[src/rtl/dma_req_chunker_if.sv]
// DMA request channel: start address, byte length, completion flag and opaque control tag
// moved with a valid/ready handshake.
interface dma_req_chunker_if #(
    parameter int ADDR_BITS = 48,
    parameter int LEN_BITS  = 28,
    parameter int CTL_BITS  = 16
);
    logic                 valid;
    logic                 ready;
    logic [ADDR_BITS-1:0] paddr;
    logic [LEN_BITS-1:0]  len;
    logic                 last;
    logic [CTL_BITS-1:0]  ctl;

    modport master (output valid, paddr, len, last, ctl, input ready);
    modport slave  (input valid, paddr, len, last, ctl, output ready);
endinterface

[src/rtl/dma_req_chunker.sv]
// Splits DMA requests into chunks that never cross an aligned 2^CHUNK_BITS-byte boundary.
// Order and control fields are kept; only the final chunk carries the request's last flag.
module dma_req_chunker #(
    parameter int ADDR_BITS  = 48,
    parameter int LEN_BITS   = 28,
    parameter int CHUNK_BITS = 12,
    parameter int CTL_BITS   = 16
) (
    input  logic                 aclk,
    input  logic                 aresetn,
    dma_req_chunker_if.slave     s_req,
    dma_req_chunker_if.master    m_req,
    output logic                 busy
);
    localparam logic [CHUNK_BITS:0] CHUNK_SIZE = {1'b1, {CHUNK_BITS{1'b0}}};

    typedef enum logic [0:0] {IDLE, SPLIT} state_t;

    state_t               state_reg, state_next;
    logic [ADDR_BITS-1:0] addr_reg, addr_next;        // start of the chunk on m_req
    logic [LEN_BITS-1:0]  rem_reg, rem_next;          // bytes left, including the presented chunk
    logic                 req_last_reg, req_last_next;
    logic [CTL_BITS-1:0]  ctl_reg, ctl_next;
    logic                 valid_reg, valid_next;
    logic [LEN_BITS-1:0]  len_reg, len_next;
    logic                 last_reg, last_next;

    logic [ADDR_BITS-1:0] calc_addr;
    logic [LEN_BITS-1:0]  calc_rem;
    logic [CHUNK_BITS:0]  room_w;
    logic [LEN_BITS-1:0]  calc_room;
    logic [LEN_BITS-1:0]  calc_len;

    // One chunk calculator serves both the first chunk (from the input) and every following one.
    always_comb begin
        calc_addr = addr_reg + ADDR_BITS'(len_reg);
        calc_rem  = rem_reg - len_reg;
        if (state_reg == IDLE) begin
            calc_addr = s_req.paddr;
            calc_rem  = s_req.len;
        end
        room_w    = CHUNK_SIZE - {1'b0, calc_addr[CHUNK_BITS-1:0]};
        calc_room = '0;
        calc_room[CHUNK_BITS:0] = room_w;
        calc_len  = (calc_rem < calc_room) ? calc_rem : calc_room;
    end

    always_comb begin
        state_next    = state_reg;
        addr_next     = addr_reg;
        rem_next      = rem_reg;
        req_last_next = req_last_reg;
        ctl_next      = ctl_reg;
        valid_next    = valid_reg;
        len_next      = len_reg;
        last_next     = last_reg;
        case (state_reg)
            IDLE: begin
                if (s_req.valid) begin
                    state_next    = SPLIT;
                    addr_next     = calc_addr;
                    rem_next      = calc_rem;
                    req_last_next = s_req.last;
                    ctl_next      = s_req.ctl;
                    valid_next    = 1'b1;
                    len_next      = calc_len;
                    last_next     = s_req.last && (calc_rem == calc_len);
                end
            end
            SPLIT: begin
                if (m_req.ready) begin
                    if (rem_reg == len_reg) begin
                        state_next = IDLE;
                        valid_next = 1'b0;
                    end else begin
                        addr_next = calc_addr;
                        rem_next  = calc_rem;
                        len_next  = calc_len;
                        last_next = req_last_reg && (calc_rem == calc_len);
                    end
                end
            end
            default: begin
                state_next = IDLE;
                valid_next = 1'b0;
            end
        endcase
    end

    always_ff @(posedge aclk or negedge aresetn) begin
        if (!aresetn) begin
            state_reg    <= IDLE;
            addr_reg     <= '0;
            rem_reg      <= '0;
            req_last_reg <= 1'b0;
            ctl_reg      <= '0;
            valid_reg    <= 1'b0;
            len_reg      <= '0;
            last_reg     <= 1'b0;
        end else begin
            state_reg    <= state_next;
            addr_reg     <= addr_next;
            rem_reg      <= rem_next;
            req_last_reg <= req_last_next;
            ctl_reg      <= ctl_next;
            valid_reg    <= valid_next;
            len_reg      <= len_next;
            last_reg     <= last_next;
        end
    end

    // Ready is held low for as long as reset is asserted, even though the state is already IDLE.
    assign s_req.ready = aresetn && (state_reg == IDLE);
    assign m_req.valid = valid_reg;
    assign m_req.paddr = addr_reg;
    assign m_req.len   = len_reg;
    assign m_req.last  = last_reg;
    assign m_req.ctl   = ctl_reg;
    assign busy        = (state_reg == SPLIT);
endmodule

[src/flat_wrapper.sv]
// flat-port wrapper written by rule: the top's interface ports become plain ports
module dma_req_chunker_flat 
#(
    parameter int ADDR_BITS  = 48,
    parameter int LEN_BITS   = 28,
    parameter int CHUNK_BITS = 12,
    parameter int CTL_BITS   = 16
)
  (aclk, aresetn, busy, s_req_valid, s_req_paddr, s_req_len, s_req_last, s_req_ctl, s_req_ready, m_req_valid, m_req_paddr, m_req_len, m_req_last, m_req_ctl, m_req_ready);
  dma_req_chunker_if #(.ADDR_BITS(ADDR_BITS), .LEN_BITS(LEN_BITS), .CTL_BITS(CTL_BITS)) s_req_i ();
  dma_req_chunker_if #(.ADDR_BITS(ADDR_BITS), .LEN_BITS(LEN_BITS), .CTL_BITS(CTL_BITS)) m_req_i ();
  input  logic aclk;
  input  logic aresetn;
  output logic busy;
  input wire logic [$bits(s_req_i.valid)-1:0] s_req_valid;
  input wire logic [$bits(s_req_i.paddr)-1:0] s_req_paddr;
  input wire logic [$bits(s_req_i.len)-1:0] s_req_len;
  input wire logic [$bits(s_req_i.last)-1:0] s_req_last;
  input wire logic [$bits(s_req_i.ctl)-1:0] s_req_ctl;
  output wire logic [$bits(s_req_i.ready)-1:0] s_req_ready;
  output wire logic [$bits(m_req_i.valid)-1:0] m_req_valid;
  output wire logic [$bits(m_req_i.paddr)-1:0] m_req_paddr;
  output wire logic [$bits(m_req_i.len)-1:0] m_req_len;
  output wire logic [$bits(m_req_i.last)-1:0] m_req_last;
  output wire logic [$bits(m_req_i.ctl)-1:0] m_req_ctl;
  input wire logic [$bits(m_req_i.ready)-1:0] m_req_ready;
  assign s_req_i.valid = s_req_valid;
  assign s_req_i.paddr = s_req_paddr;
  assign s_req_i.len = s_req_len;
  assign s_req_i.last = s_req_last;
  assign s_req_i.ctl = s_req_ctl;
  assign s_req_ready = s_req_i.ready;
  assign m_req_valid = m_req_i.valid;
  assign m_req_paddr = m_req_i.paddr;
  assign m_req_len = m_req_i.len;
  assign m_req_last = m_req_i.last;
  assign m_req_ctl = m_req_i.ctl;
  assign m_req_i.ready = m_req_ready;
  dma_req_chunker #(.ADDR_BITS(ADDR_BITS), .LEN_BITS(LEN_BITS), .CHUNK_BITS(CHUNK_BITS), .CTL_BITS(CTL_BITS)) u_core (.aclk(aclk), .aresetn(aresetn), .s_req(s_req_i), .m_req(m_req_i), .busy(busy));
endmodule
[config.mk]
export PLATFORM = sky130hd
export DESIGN_NAME = dma_req_chunker_flat
export DESIGN_NICKNAME = d
export VERILOG_FILES = /design/src/rtl/dma_req_chunker_if.sv /design/src/rtl/dma_req_chunker.sv /design/src/flat_wrapper.sv
export SDC_FILE = /design/constraint.sdc
export NUM_CORES = 1
export LEC_CHECK = 0
export BUFFER_PORTS_ARGS = -buffer_cell sky130_fd_sc_hd__buf_2
export CAP_MARGIN = 10
export CORE_MARGIN = 8
export CORE_UTILIZATION = 52
export CTS_BUF_LIST = sky130_fd_sc_hd__clkbuf_8
export CTS_CLUSTER_SIZE = 12
export DETAILED_ROUTE_END_ITERATION = 10
export HOLD_SLACK_MARGIN = 0.06
export MAX_ROUTING_LAYER = met4
export PLACE_DENSITY = 0.91
export RECOVER_POWER = 50
export SYNTH_ARGS = -nofsm -noshare
export SYNTH_HDL_FRONTEND = slang
export SYNTH_SLANG_ARGS = --single-unit
[constraint.sdc]
create_clock -name aclk -period 4.6 [get_ports aclk]
set_clock_uncertainty 0.15 [all_clocks]
set_input_delay 0.92 -clock aclk [delete_from_list [all_inputs] [get_ports aclk]]
set_output_delay 0.92 -clock aclk [all_outputs]
set_load 0.01 [all_outputs]
==> qor.yml <==
status:
  run_status: "finished, violations left"
  violations: "max-capacitance violations, max-slew violations, negative setup slack"
layout:
  layout_commonest_cell: "nand2_1"
  final_layout_size_suffix_gt1_share_pct: 25.15
  postLayoutCoreUtil_pct: 66.02
  multiInputGateArea_um2: 6376
  layout.nets: 1625
  fin_cells: 1705
  antenna_cells: 0
  most_frequent_cells_in_the_layout: "174 x nand2_1, 158 x buf_2, 124 x dfrtp_1"
  synthToLayoutAreaGrowth_pct: 25.15
  number_of_flip_flops_under_the_largest_register_name: 48
  sequential_cell_area_in_the_final_layout_um2: 3103
  fillers: 1460
power:
  p_leak_uw: 0.006128
  power-per-cell-area_nw_per_um2: 901.1
  vdd.ir_drop.worst_mv: 0.5121
placement:
  routabilityCongestion: 0.9552
  hpwlAfterDp_mm: 24.06
  port-buffer-count: 192
  pre_cts_slack_ns: -0.3530
  placed_cells: 1661
clock_network:
  tritoncts: "built"
  clockRootBuffer: "clkbuf_8"
  cts_made_buffers: 17
  cts-root-to-sink-buffers: 2
  ctsHtreeMaxLevel: 4
  numClockSinks: 124
  clock_latency_ns: 0.48
  clock_transition_time_at_the_flip_flop_clock_pins_of_the_worst_setup_and_hold_paths_ns: 0.10
synth:
  yosys_warnings: 0
  synth-main-ff-cell: "dfrtp_1"
  synthesis.instances: 1193
  count_of_flip_flops_with_a_built_in_enable_after_synthesis: 0
  syn_area_per_cell_um2: 8.216
  synth_sequential_area_ratio_pct: 31.66
  postSynthRegisterBits: 124
  async_flop_share_pct: 100.0
  syn-cell-area_um2: 9802
  synthesis.nets: 1360
  post_synth_num_cell_types: 86
die:
  chipHeight_um: 153.3
  initial_utilization_pct: 52.75
  core.rowCount: 50
  die_area_um2: 23500
  num_io_pins: 193
  design.core.area_um2: 18580
  horizontal_die_dimension_um: 153.3
grt:
  overflow_after_grt: 0
  track_usage_pct: 27.49
  grt_max_degree: 125
  antenna_found_initial: 0
  grt_pass1_vias: 10280
  grt_first_pass_wirelength_mm: 51.47
drt:
  vias_per_cell: 6.069
  postRouteAntennaNets: 0
  post-route-drc-count: 0
  post_drt_wl_per_cell_um: 18.88
  detailroute.via_count: 10350
  routed_wirelength_mm: 32.18
  detail_route.first_pass.iterations: 5
  detail_route.iter0.violations: 1126
sta:
  final.period_utilization_pct: 106.9
  report.final.setup_viol: 13
  rsz0062_at_grt: "true"
  timing_hold_violations_final: 0
  slew_headroom_pct: -114.2
  timing_worst_slew_pin_value_ns: 3.213
  maxClockFrequency_mhz: 203.3
  period_needed_ns: 4.919
  finalMaxSlewViolations: 162
  post-route-worst-setup-slack_ns: -0.3195
worst_setup_path:
  worstPathArrival_ns: 5.13
  cp.required_ns: 4.81
  path_max_fanout: 8
  setup.worst_path.start_class: "flip-flop"
  timing.setup.critical_path_class: "flip-flop to flip-flop"
  end_kind: "flip-flop"
min_path:
  hold_path_class: "flip-flop to flip-flop"
job:
  timing.max_cap.violations: 2
layout make-up:
type                    count  share of cell area (%)
well taps                 234                   2.387
repair buffers            308                   15.10
inverters                  65                   1.989
flip-flops and latches    124                   25.30
clock inverters            15                   1.346
multi-input cells         942                   51.98
clock buffers              17                   1.907
stage by stage:
| step | area (um^2) | TNS, ns | power, uW | hold slack (ns) |
|---|---|---|---|---|
| finish | 12270 | -3.453 | 11050 | 0.3370 |
| floorplan | 9842 | 0 | 6657 | 0.2954 |
| detailed placement | 11650 | -3.657 | 9418 | 0.3106 |
| global placement | 11650 | -1.440 | 9162 | 0.3031 |
| global route | 12270 | -5.950 | 11900 | 0.3661 |
| CTS | 12180 | -2.692 | 10660 | 0.3370 |
worst paths after layout:
check | slack (ns) | cells past startpoint | startpoint | to
setup / recovery | -0.32 | 20 | u_core.m_req.paddr[0] | u_core.m_req.len[2]
hold / removal | 0.34 | 2 | u_core.m_req.ctl[8] | u_core.m_req.ctl[8]
setup reg to reg | -0.32 | 20 | u_core.m_req.paddr[0] | u_core.m_req.len[2]
hold reg to reg | 0.34 | 2 | u_core.m_req.ctl[8] | u_core.m_req.ctl[8]
max in group asynchronous | 0.76 | 2 | aresetn | u_core.m_req.paddr[9]
min in group asynchronous | 1.62 | 2 | aresetn | u_core.m_req.paddr[21]
worst max-delay path, stage by stage, from the launching register on:
cell	delay (ns)
dfrtp_1	0.39
ha_2	0.20
fa_2	0.42
a211oi_4	0.32
o21a_2	0.24
nor3_4	0.06
a2111oi_4	0.27
nand2_2	0.14
nor4_4	0.29
nor3b_2	0.23
xnor2_1	0.17
ha_1	0.29
o21ai_1	0.10
nand2b_1	0.07
a221o_1	0.31
a21oi_2	0.17
nand4_1	0.23
nor2_4	0.23
buf_12	0.17
nor3_2	0.05
a221o_1	0.29
synth_stat cells, types with 15 or more instances:
cell type	n	share of area (%)
a21o_1	43	3.3
a21oi_1	78	4.0
a31oi_1	28	1.8
and3_1	20	1.3
clkbuf_1	43	1.6
dfrtp_1	124	32
ha_1	68	8.7
inv_1	64	2.5
mux2i_1	36	3.7
nand2_1	175	6.7
nand3_1	33	1.7
nand4_1	20	1.3
nor2_1	80	3.1
nor2b_1	15	0.96
nor3_1	17	0.87
o21a_1	15	1.1
o21ai_0	66	3.4
o22ai_1	20	1.3
xnor2_1	38	3.4
xor2_1	17	1.5
routing by layer:
metal  global-route usage [%]  vias up  wire (um)
li1                         -     4837          -
met1                    32.95     4920      13030
met2                    44.33      485      15370
met3                    6.033      105       2502
met4                    11.17        0       1279
met5                        -        -          0
report_power, final:
group	total [uW]	switching [uW]	internal [uW]
Combinational	8430	4580	3850
Sequential	1620	229	1390
Clock	1000	590	412
timing repair:
action / 4_1_cts / 5_1_grt
gates resized for setup: 14 / 24
endpoints found under the setup margin: 13 / 14
pin swaps: 9 / 26
hold buffers: 0 / 0
gates cloned: 1 / 0
setup buffers: 5 / 6
kinds of logic (layout without fill, tap and decap cells):
kind of cell,Yosys count,in the layout,share of synthesized area [%]
buffers and inverters,127,405,5.029
DFF,124,124,31.66
xor gates and xnor gates,56,56,5.080
adders and majority gates,71,71,9.191
and+or+nand+nor,418,418,20.16
muxes,39,39,4.021
AOI/OAI and AO/OA,358,358,24.87
No activity file was read; power rests on OpenSTA's default activity.
